<file path="src/rtl/if_stage_fetch_if.sv">
// Fetch-stage bus bundle: instruction-memory request/response, execute redirect and decode handshake.
// Perf counter signals exist only when IF_PERF_CNT_EN is defined.
interface if_stage_fetch_if #(
    parameter int ADDR_W = 64
);
    logic              imem_req_valid;
    logic              imem_req_ready;
    logic [ADDR_W-1:0] imem_req_addr;
    logic              imem_resp_valid;
    logic [31:0]       imem_resp_data;
    logic              redirect_valid;
    logic [ADDR_W-1:0] redirect_pc;
    logic              if_valid;
    logic              if_ready;
    logic [31:0]       inst;
    logic [ADDR_W-1:0] inst_addr;
`ifdef IF_PERF_CNT_EN
    logic [63:0]       perf_fetch_cnt;
    logic [63:0]       perf_stall_cnt;
`endif

    modport master (
        output imem_req_valid, imem_req_addr, if_valid, inst, inst_addr,
`ifdef IF_PERF_CNT_EN
        output perf_fetch_cnt, perf_stall_cnt,
`endif
        input  imem_req_ready, imem_resp_valid, imem_resp_data,
        input  redirect_valid, redirect_pc, if_ready
    );

    modport slave (
        input  imem_req_valid, imem_req_addr, if_valid, inst, inst_addr,
`ifdef IF_PERF_CNT_EN
        input  perf_fetch_cnt, perf_stall_cnt,
`endif
        output imem_req_ready, imem_resp_valid, imem_resp_data,
        output redirect_valid, redirect_pc, if_ready
    );
endinterface

</file>
<file path="src/rtl/if_stage_fetch.sv">
// Instruction-fetch stage: owns the PC, one outstanding imem fetch, redirect with wrong-path drop.
// Optional IF_PERF_CNT_EN adds fetch/stall performance counters.
//
// state  | meaning
// S_IDLE | post-reset bubble, no request
// S_REQ  | request valid at pc, waiting for imem_req_ready
// S_WAIT | request accepted, waiting for imem_resp_valid
// S_HOLD | instruction presented to decode, waiting for if_ready
module if_stage_fetch #(
    parameter logic [63:0] PC_RESET = 64'h0000_0000_8000_0000,
    parameter int          ADDR_W   = 64
) (
    input logic             clk,
    input logic             rst,
    if_stage_fetch_if.master bus
);
    localparam logic [1:0] S_IDLE = 2'd0;
    localparam logic [1:0] S_REQ  = 2'd1;
    localparam logic [1:0] S_WAIT = 2'd2;
    localparam logic [1:0] S_HOLD = 2'd3;

    localparam logic [ADDR_W-1:0] ALIGN_MASK = ~ADDR_W'(3);

    logic [1:0]        state;
    logic [ADDR_W-1:0] pc;
    logic              drop;
    logic [31:0]       inst_q;
    logic [ADDR_W-1:0] inst_addr_q;
    logic [ADDR_W-1:0] redirect_tgt;

    assign redirect_tgt = bus.redirect_pc & ALIGN_MASK;

    always_ff @(posedge clk or posedge rst) begin
        if (rst) begin
            state       <= S_IDLE;
            pc          <= PC_RESET[ADDR_W-1:0];
            drop        <= 1'b0;
            inst_q      <= 32'h0;
            inst_addr_q <= '0;
        end else begin
            case (state)
                S_IDLE: begin
                    if (bus.redirect_valid) begin
                        pc <= redirect_tgt;
                    end else begin
                        state <= S_REQ;
                    end
                end
                S_REQ: begin
                    if (bus.redirect_valid) begin
                        pc <= redirect_tgt;
                        // old address already handed to memory: its response must be dropped
                        if (bus.imem_req_ready) begin
                            state <= S_WAIT;
                            drop  <= 1'b1;
                        end
                    end else if (bus.imem_req_ready) begin
                        state <= S_WAIT;
                    end
                end
                S_WAIT: begin
                    if (bus.redirect_valid) begin
                        pc <= redirect_tgt;
                        if (bus.imem_resp_valid) begin
                            state <= S_REQ;
                            drop  <= 1'b0;
                        end else begin
                            drop <= 1'b1;
                        end
                    end else if (bus.imem_resp_valid) begin
                        if (drop) begin
                            drop  <= 1'b0;
                            state <= S_REQ;
                        end else begin
                            inst_q      <= bus.imem_resp_data;
                            inst_addr_q <= pc;
                            pc          <= pc + ADDR_W'(4);
                            state       <= S_HOLD;
                        end
                    end
                end
                default: begin
                    if (bus.redirect_valid) begin
                        pc    <= redirect_tgt;
                        state <= S_REQ;
                    end else if (bus.if_ready) begin
                        state <= S_REQ;
                    end
                end
            endcase
        end
    end

    assign bus.imem_req_valid = (state == S_REQ);
    assign bus.imem_req_addr  = pc & ALIGN_MASK;
    assign bus.if_valid       = (state == S_HOLD);
    assign bus.inst           = inst_q;
    assign bus.inst_addr      = inst_addr_q;

`ifdef IF_PERF_CNT_EN
    logic [63:0] perf_fetch_q;
    logic [63:0] perf_stall_q;

    always_ff @(posedge clk or posedge rst) begin
        if (rst) begin
            perf_fetch_q <= 64'h0;
            perf_stall_q <= 64'h0;
        end else if (state == S_HOLD) begin
            if (bus.if_ready && !bus.redirect_valid) begin
                perf_fetch_q <= perf_fetch_q + 64'd1;
            end
            if (!bus.if_ready) begin
                perf_stall_q <= perf_stall_q + 64'd1;
            end
        end
    end

    assign bus.perf_fetch_cnt = perf_fetch_q;
    assign bus.perf_stall_cnt = perf_stall_q;
`endif
endmodule

</file>
<file path="src/flat_wrapper.sv">
// flat-port wrapper written by rule: the top's interface ports become plain ports
module if_stage_fetch_flat 
#(
    parameter logic [63:0] PC_RESET = 64'h0000_0000_8000_0000,
    parameter int          ADDR_W   = 64
)
  (clk, rst, bus_imem_req_valid, bus_imem_req_addr, bus_if_valid, bus_inst, bus_inst_addr, bus_imem_req_ready, bus_imem_resp_valid, bus_imem_resp_data, bus_redirect_valid, bus_redirect_pc, bus_if_ready);
  if_stage_fetch_if #(.ADDR_W(ADDR_W)) bus_i ();
  input logic clk;
  input logic rst;
  output wire logic [$bits(bus_i.imem_req_valid)-1:0] bus_imem_req_valid;
  output wire logic [$bits(bus_i.imem_req_addr)-1:0] bus_imem_req_addr;
  output wire logic [$bits(bus_i.if_valid)-1:0] bus_if_valid;
  output wire logic [$bits(bus_i.inst)-1:0] bus_inst;
  output wire logic [$bits(bus_i.inst_addr)-1:0] bus_inst_addr;
  input wire logic [$bits(bus_i.imem_req_ready)-1:0] bus_imem_req_ready;
  input wire logic [$bits(bus_i.imem_resp_valid)-1:0] bus_imem_resp_valid;
  input wire logic [$bits(bus_i.imem_resp_data)-1:0] bus_imem_resp_data;
  input wire logic [$bits(bus_i.redirect_valid)-1:0] bus_redirect_valid;
  input wire logic [$bits(bus_i.redirect_pc)-1:0] bus_redirect_pc;
  input wire logic [$bits(bus_i.if_ready)-1:0] bus_if_ready;
  assign bus_imem_req_valid = bus_i.imem_req_valid;
  assign bus_imem_req_addr = bus_i.imem_req_addr;
  assign bus_if_valid = bus_i.if_valid;
  assign bus_inst = bus_i.inst;
  assign bus_inst_addr = bus_i.inst_addr;
  assign bus_i.imem_req_ready = bus_imem_req_ready;
  assign bus_i.imem_resp_valid = bus_imem_resp_valid;
  assign bus_i.imem_resp_data = bus_imem_resp_data;
  assign bus_i.redirect_valid = bus_redirect_valid;
  assign bus_i.redirect_pc = bus_redirect_pc;
  assign bus_i.if_ready = bus_if_ready;
  if_stage_fetch #(.PC_RESET(PC_RESET), .ADDR_W(ADDR_W)) u_core (.clk(clk), .rst(rst), .bus(bus_i));
endmodule
</file>
<file path="config.mk">
export PLATFORM = sky130hd
export DESIGN_NAME = if_stage_fetch_flat
export DESIGN_NICKNAME = d
export VERILOG_FILES = /design/src/rtl/if_stage_fetch_if.sv /design/src/rtl/if_stage_fetch.sv /design/src/flat_wrapper.sv
export SDC_FILE = /design/constraint.sdc
export NUM_CORES = 1
export LEC_CHECK = 0
export BUFFER_PORTS_ARGS = -buffer_cell sky130_fd_sc_hd__buf_4
export CORE_MARGIN = 2
export CORE_UTILIZATION = 36
export DETAILED_ROUTE_END_ITERATION = 8
export SKIP_LAST_GASP = 1
export SLEW_MARGIN = 20
export SYNTH_ARGS = -nofsm -noshare
export SYNTH_HDL_FRONTEND = slang
export SYNTH_SLANG_ARGS = --single-unit
</file>
<file path="constraint.sdc">
create_clock -name clk -period 6.82 [get_ports clk]
set_input_delay 1.023 -clock clk [delete_from_list [all_inputs] [get_ports clk]]
set_output_delay 1.023 -clock clk [all_outputs]
set_load 0.05 [all_outputs]
</file>
==> results of run 1 <==
## cells in the mapped netlist (3+ instances only)
cell	n	share of area (%)
xor2_1	7	0.78
a31oi_1	12	0.96
nor4_4	3	0.82
nand4_1	27	2.2
ha_1	6	0.96
nor3_1	7	0.45
o22ai_1	10	0.80
buf_4	4	0.38
or2_2	3	0.24
o211ai_1	6	0.58
clkbuf_1	42	2.0
a311oi_1	5	0.56
a22oi_1	4	0.38
o22a_1	5	0.56
o21ai_0	36	2.3
nor2_1	53	2.5
or4_1	5	0.48
inv_1	11	0.53
o311ai_0	3	0.34
and3_1	10	0.80
or3_1	3	0.24
clkbuf_8	3	0.53
buf_1	6	0.29
and4_1	11	1.2
nand3_1	30	1.9
o32ai_1	4	0.45
a2bb2oi_1	5	0.56
xnor2_1	9	1.0
dfrtp_1	158	51
nor4_1	11	0.88
buf_2	3	0.19
a211oi_1	4	0.38
nand2_1	324	16
nand4_2	4	0.64
a21oi_1	27	1.7
and2_1	6	0.48
## cells in the final DEF, fill, tap and decap left out, types with 6 or more instances in the layout
cell and count:
nand2_1 324, a21oi_1 26, o21ai_0 36, a31oi_1 12, nand3_1 30, nor3_1 7, and3_1 10, nand4_1 27
and4_1 11, o22ai_1 10, inv_1 10, xnor2_1 9, clkbuf_16 17, buf_4 271, nor2_1 51, xor2_1 7
nor4_1 11, o211ai_1 6, ha_1 6, and2_1 6, dfrtp_1 158
## final cells by class
class | count | share of cell area, %
clock buffers | 18 | 4.063
clock inverters | 14 | 1.457
inverters | 12 | 0.4738
well taps | 275 | 3.258
repair buffers | 271 | 19.26
flip-flops and latches | 159 | 37.68
multi-input cells | 679 | 33.81
## flip-flops by register name, summed over array words and instances (netlist names)
register / cells
u_core.bus.inst: 32
u_core.bus.inst_addr: 62
u_core.drop: 1
u_core.pc: 62
u_core.state: 2
## power groups by stage
stage | clock network, mW | logic (mW) | registers (mW)
2_1_floorplan | 0 | 0.465 | 2.64
6_report | 0.950 | 2.30 | 1.53
3_5_place_dp | 0 | 2.32 | 1.54
3_3_place_gp | 0 | 2.30 | 1.54
4_1_cts | 0.973 | 2.32 | 1.53
5_1_grt | 1.02 | 2.44 | 1.58
## layer usage
metal | wire length, um | part of all wire (%)
met1 | 11440 | 45
met2 | 11970 | 47
met3 | 1723 | 6.7
met4 | 480 | 1.9
met5 | 0 | 0
## final timing paths
kind / start / to / cells after the start
max: u_core.pc[8]$_DFFE_PP0P_ / u_core.pc[61]$_DFFE_PP0P_ / 5
min: u_core.bus.inst_addr[47]$_DFFE_PP0P_ / u_core.bus.inst_addr[47]$_DFFE_PP0P_ / 2
max reg2reg: u_core.pc[8]$_DFFE_PP0P_ / u_core.pc[61]$_DFFE_PP0P_ / 5
min reg2reg: u_core.bus.inst_addr[47]$_DFFE_PP0P_ / u_core.bus.inst_addr[47]$_DFFE_PP0P_ / 2
max in group asynchronous: rst / u_core.pc[37]$_DFFE_PP0P_ / 3
min in group asynchronous: rst / u_core.bus.inst_addr[7]$_DFFE_PP0P_ / 2
## worst max-delay path, stage by stage, from the launching register on
cell	delay, ns
dfrtp_1	0.53
nand4_2	0.29
nor4_4	0.61
nand4_2	0.58
or4_1	0.70
a21oi_1	0.16
## cell families after synthesis
logic type | Yosys count | synth area share (%)
fa+ha+maj | 6 | 0.9594
flops | 159 | 50.86
other cells | 1 | 0.04792
mux | 2 | 0.2878
xor+xnor | 16 | 1.791
compound gates | 140 | 11.74
simple gates | 511 | 30.19
buf+inv | 71 | 4.125
## stage by stage
| step | cells | power [mW] | util [%] |
|---|---|---|---|
| finish | 1428 | 4.782 | 49.93 |
| global route | 1428 | 5.043 | 49.93 |
| CTS | 1428 | 4.825 | 49.93 |
| detailed placement | 1396 | 3.863 | 47.18 |
| global placement | 1396 | 3.839 | 47.18 |
| floorplan | 909 | 3.106 | - |
==> flow_metrics.py, run 1 <==
metrics = {
    "logic_synthesis": {
        "synth_cell_type_count": 69,
        "syn_area_per_cell_um2": 8.637,
        "synth_top_flop_cell": "dfrtp_1",
        "yosysSeqAreaShare_pct": 50.86,
        "synth-seq-cells": 159,
        "yosysWarnings": 0,
        "synth_cells": 906,
        "synth_area_um2": 7825,
        "synth_edf_count": 0,
        "async_flop_share_pct": 100.0,
    },
    "routing": {
        "drt.antenna.violating_nets": 0,
        "wl_per_cell_um": 17.94,
        "vias": 7499,
        "drt_iter0_drc": 442,
        "viasPerCell": 5.251,
        "wl_um": 25620,
        "drt_pass1_iterations": 5,
        "drcViolationCount": 0,
    },
    "worst_setup_path": {
        "crit_path_start_kind": "register",
        "rrSetupSlack_ns": 3.88,
        "cp-end-kind": "register",
        "critPathArrivalTime_ns": 3.30,
        "criticalPathCategory": "reg2reg",
        "cp.required_ns": 7.18,
        "crit_fanout": 16,
    },
    "place": {
        "pre_cts_ws_ns": 3.493,
        "gp_congestion": 0.7934,
        "port_buffers": 257,
        "dpl_cell_area_um2": 9980,
        "dp_hpwl_um": 17790,
    },
    "pwr": {
        "power_density_nw_per_um2": 452.8,
        "p_clk_share_pct": 19.9,
        "seqPwrFrac_pct": 32.0,
        "p_leak_nw": 5.033,
        "switching_power_mw": 2.336,
        "cellInternalPower_mw": 2.446,
        "pwr-share-comb_pct": 48.1,
        "peakVddDrop_mv": 0.2707,
        "p_sw_share_pct": 48.85,
    },
    "timing": {
        "whs_ns": 0.4759,
        "fin_skew_ns": 0.01074,
        "rsz0062_at_grt": "no",
        "max_freq_mhz": 339.9,
        "relSlewSlack_pct": 27.21,
        "setup_slack_ns": 3.878,
        "drv_slew": 0,
        "fin_tns_setup_ns": 0,
        "finalSetupViolations": 0,
        "hold_viol_final": 0,
        "min_period_over_period_pct": 43.14,
        "worst_slew_pin_slew_ns": 1.082,
        "finalCriticalPeriod_ns": 2.942,
    },
    "floorplanning": {
        "initial_core_util_pct": 36.99,
        "coreArea_um2": 21150,
        "ios": 264,
        "die-area_um2": 22930,
        "die_y_um": 151.4,
        "fp.dieW_um": 151.4,
        "rows": 53,
    },
    "global_routing": {
        "grt_max_degree": 96,
        "first_global_vias": 7117,
        "antenna_found_initial": 0,
        "top_usage_layer": "met2",
        "grtUsageTotal_pct": 22.51,
        "grt_first_pass_wirelength_um": 39790,
        "grtUsageMet3_pct": 5.241,
        "met1_usage_pct": 30.29,
        "grt-ovfl-total": 0,
        "use_met2_pct": 36.11,
    },
    "final_layout": {
        "fin_area_um2": 10560,
        "regArea_um2": 3980,
        "insertedDiodeCount": 0,
        "layout-drive-gt1-share_pct": 28.27,
        "layout.nets": 1248,
        "fillers": 2104,
        "synthToLayoutAreaGrowth_pct": 34.99,
        "multiInputGateArea_um2": 3571,
    },
    "clocking": {
        "cts_setup_buffers": 0,
        "ctsRootBufferMaster": "clkbuf_16",
        "cts.sinks": 159,
        "htreeDepth": 4,
        "path_clk_slew_ns": 0.07,
        "post_cts_resized": 0,
        "cts_max_path_buffers": 2,
        "cts_hold_buf": 0,
        "cts_tree": "yes",
        "clkLatencyLatePin_ns": 0.43,
        "cts_buffers": 17,
    },
    "flow_run": {
        "drv_cap": 0,
    },
    "status": {
        "status": "finished, final reports clean",
    },
    "min_path": {
        "hold_class": "reg2reg",
    },
}
Note: power is estimated with default switching activity, not from simulation.
==> run 2: changes to the inputs <==
Clock period 6.82 ns to 2.57 ns, I/O delays scaled along.
==> flow_metrics.py, run 2 (synthesized netlist as in run 1, its figures left out) <==
metrics = {
    "timing": {
        "fin_skew_ns": 0.009795,
        "drv_slew": 0,
        "finalSetupViolations": 0,
        "max_freq_mhz": 422.1,
        "fin_tns_setup_ns": 0,
        "min_period_over_period_pct": 92.19,
        "worst_slew_pin_slew_ns": 0.6954,
        "relSlewSlack_pct": 53.64,
        "rsz0062_at_grt": "no",
        "hold_viol_final": 0,
        "finalCriticalPeriod_ns": 2.369,
    },
    "final_layout": {
        "fin_cells": 1463,
        "regArea_um2": 3980,
        "fillers": 2046,
        "layout.nets": 1284,
        "multiInputGateArea_um2": 3580,
        "insertedDiodeCount": 0,
        "layout-drive-gt1-share_pct": 30.39,
        "mostFrequentLayoutCell": "nand2_1",
        "synthToLayoutAreaGrowth_pct": 40.18,
        "final_cell_mix": "324 x nand2_1, 304 x buf_4, 158 x dfrtp_1",
    },
    "worst_setup_path": {
        "crit_fanout": 7,
        "criticalPathCategory": "reg2reg",
        "reg2reg_from": "u_core.pc[10]$_DFFE_PP0P_",
        "r2r-end": "u_core.pc[58]$_DFFE_PP0P_",
        "rrSetupSlack_ns": 0.20,
        "cp.required_ns": 2.93,
        "crit_path_start_kind": "register",
        "r2r_cells": 5,
        "critPathLaunch": "u_core.pc[10]$_DFFE_PP0P_",
        "cp-end-kind": "register",
        "endpoint": "u_core.pc[58]$_DFFE_PP0P_",
        "critPathArrivalTime_ns": 2.73,
    },
    "clocking": {
        "clkLatencyLatePin_ns": 0.43,
        "cts_setup_buffers": 0,
        "htreeDepth": 4,
        "path_clk_slew_ns": 0.07,
        "cts.sinks": 159,
        "cts_tree": "yes",
        "cts_buffers": 17,
        "cts_max_path_buffers": 2,
        "ctsRootBufferMaster": "clkbuf_16",
    },
    "floorplanning": {
        "die-area_um2": 22930,
        "rows": 53,
        "die_y_um": 151.4,
        "ios": 264,
        "initial_core_util_pct": 36.99,
        "coreArea_um2": 21150,
        "fp.dieW_um": 151.4,
    },
    "status": {
        "status": "finished, final reports clean",
    },
    "routing": {
        "drt_pass1_iterations": 5,
        "viasPerCell": 5.228,
        "wl_per_cell_um": 17.66,
        "drt.antenna.violating_nets": 0,
        "wl_um": 25840,
        "drcViolationCount": 0,
        "drt_iter0_drc": 447,
        "vias": 7649,
    },
    "pwr": {
        "p_leak_nw": 5.273,
        "finalPower_mw": 13.21,
        "power_density_nw_per_um2": 1205,
        "peakVddDrop_mv": 0.7103,
    },
    "place": {
        "dp_hpwl_um": 18770,
        "gp_congestion": 0.8493,
        "placed_cells": 1431,
        "port_buffers": 257,
    },
    "global_routing": {
        "grtUsageTotal_pct": 22.84,
        "grt_first_pass_wirelength_um": 40570,
        "grt-ovfl-total": 0,
        "grt_max_degree": 66,
        "antenna_found_initial": 0,
        "first_global_vias": 7315,
    },
    "min_path": {
        "hold_class": "in2reg",
    },
    "flow_run": {
        "drv_cap": 0,
    },
}
==> run 2: metrics by stage <==
stage	hold WS, ns	cell area [um^2]	util [%]	setup slack (ns)
6_report	0.1371	10970	51.85	0.2008
5_1_grt	0.1349	10970	51.85	0.01942
4_1_cts	0.1266	10960	51.81	0.07585
3_5_place_dp	0.3385	10270	48.53	0.1631
3_3_place_gp	0.3340	10270	48.53	0.2157
2_1_floorplan	0.4901	7840	-	0.1460
==> run 2: per-layer routing <==
| layer | global-route usage [%] | part of all wire, % | vias up | routed length [um] |
|---|---|---|---|---|
| met3 | 5.723 | 7.4 | 36 | 1913 |
| met5 | 0 | 0 | - | 0 |
| met4 | 7.617 | 2.3 | 0 | 586 |
| met1 | 30.53 | 43 | 3673 | 11220 |
| met2 | 36.27 | 47 | 268 | 12130 |
| li1 | - | - | 3672 | - |
==> run 2: layout make-up <==
class                   instances  area share, %
well taps                     275          3.137
multi-input cells             679          32.63
inverters                      12         0.4448
clock inverters                12          2.110
repair buffers                307          21.26
flip-flops and latches        159          36.28
clock buffers                  19          4.129
==> run 2: critical path: stages (launching register included) <==
cell and delay, ns:
dfrtp_1 0.46, nand4_2 0.28, nor4_4 0.48, nand4_1 0.41, or4_1 0.57, nand3_1 0.09
==> run 2: timing repair <==
item	4_1_cts	5_1_grt
hold buffers	1	0
hold endpoints to repair	7	0
setup endpoints to repair	0	3
resized for setup	0	1
==> run 2: how the worst min path moves through the flow <==
stage | from | slack, ns | to | depth (start not counted)
floorplan | bus_imem_resp_valid | 0.49 | u_core.drop$_DFFE_PP0P_ | 1
global placement | rst | 0.33 | u_core.bus.inst[29]$_DFFE_PP0P_ | 2
detailed placement | rst | 0.34 | u_core.bus.inst_addr[3]$_DFFE_PP0P_ | 2
CTS | bus_imem_resp_data[28] | 0.13 | u_core.bus.inst[28]$_DFFE_PP0P_ | 3
global route | bus_imem_resp_data[20] | 0.13 | u_core.bus.inst[20]$_DFFE_PP0P_ | 3
finish | bus_imem_resp_data[28] | 0.14 | u_core.bus.inst[28]$_DFFE_PP0P_ | 3
==> run 2: power by group <==
part | internal [mW] | switching (mW) | leakage (nW) | total [mW]
logic | 1.81 | 4.43 | 3.05 | 6.24
clock network | 1.88 | 1.08 | 0.330 | 2.96
registers | 3.38 | 0.633 | 1.89 | 4.02
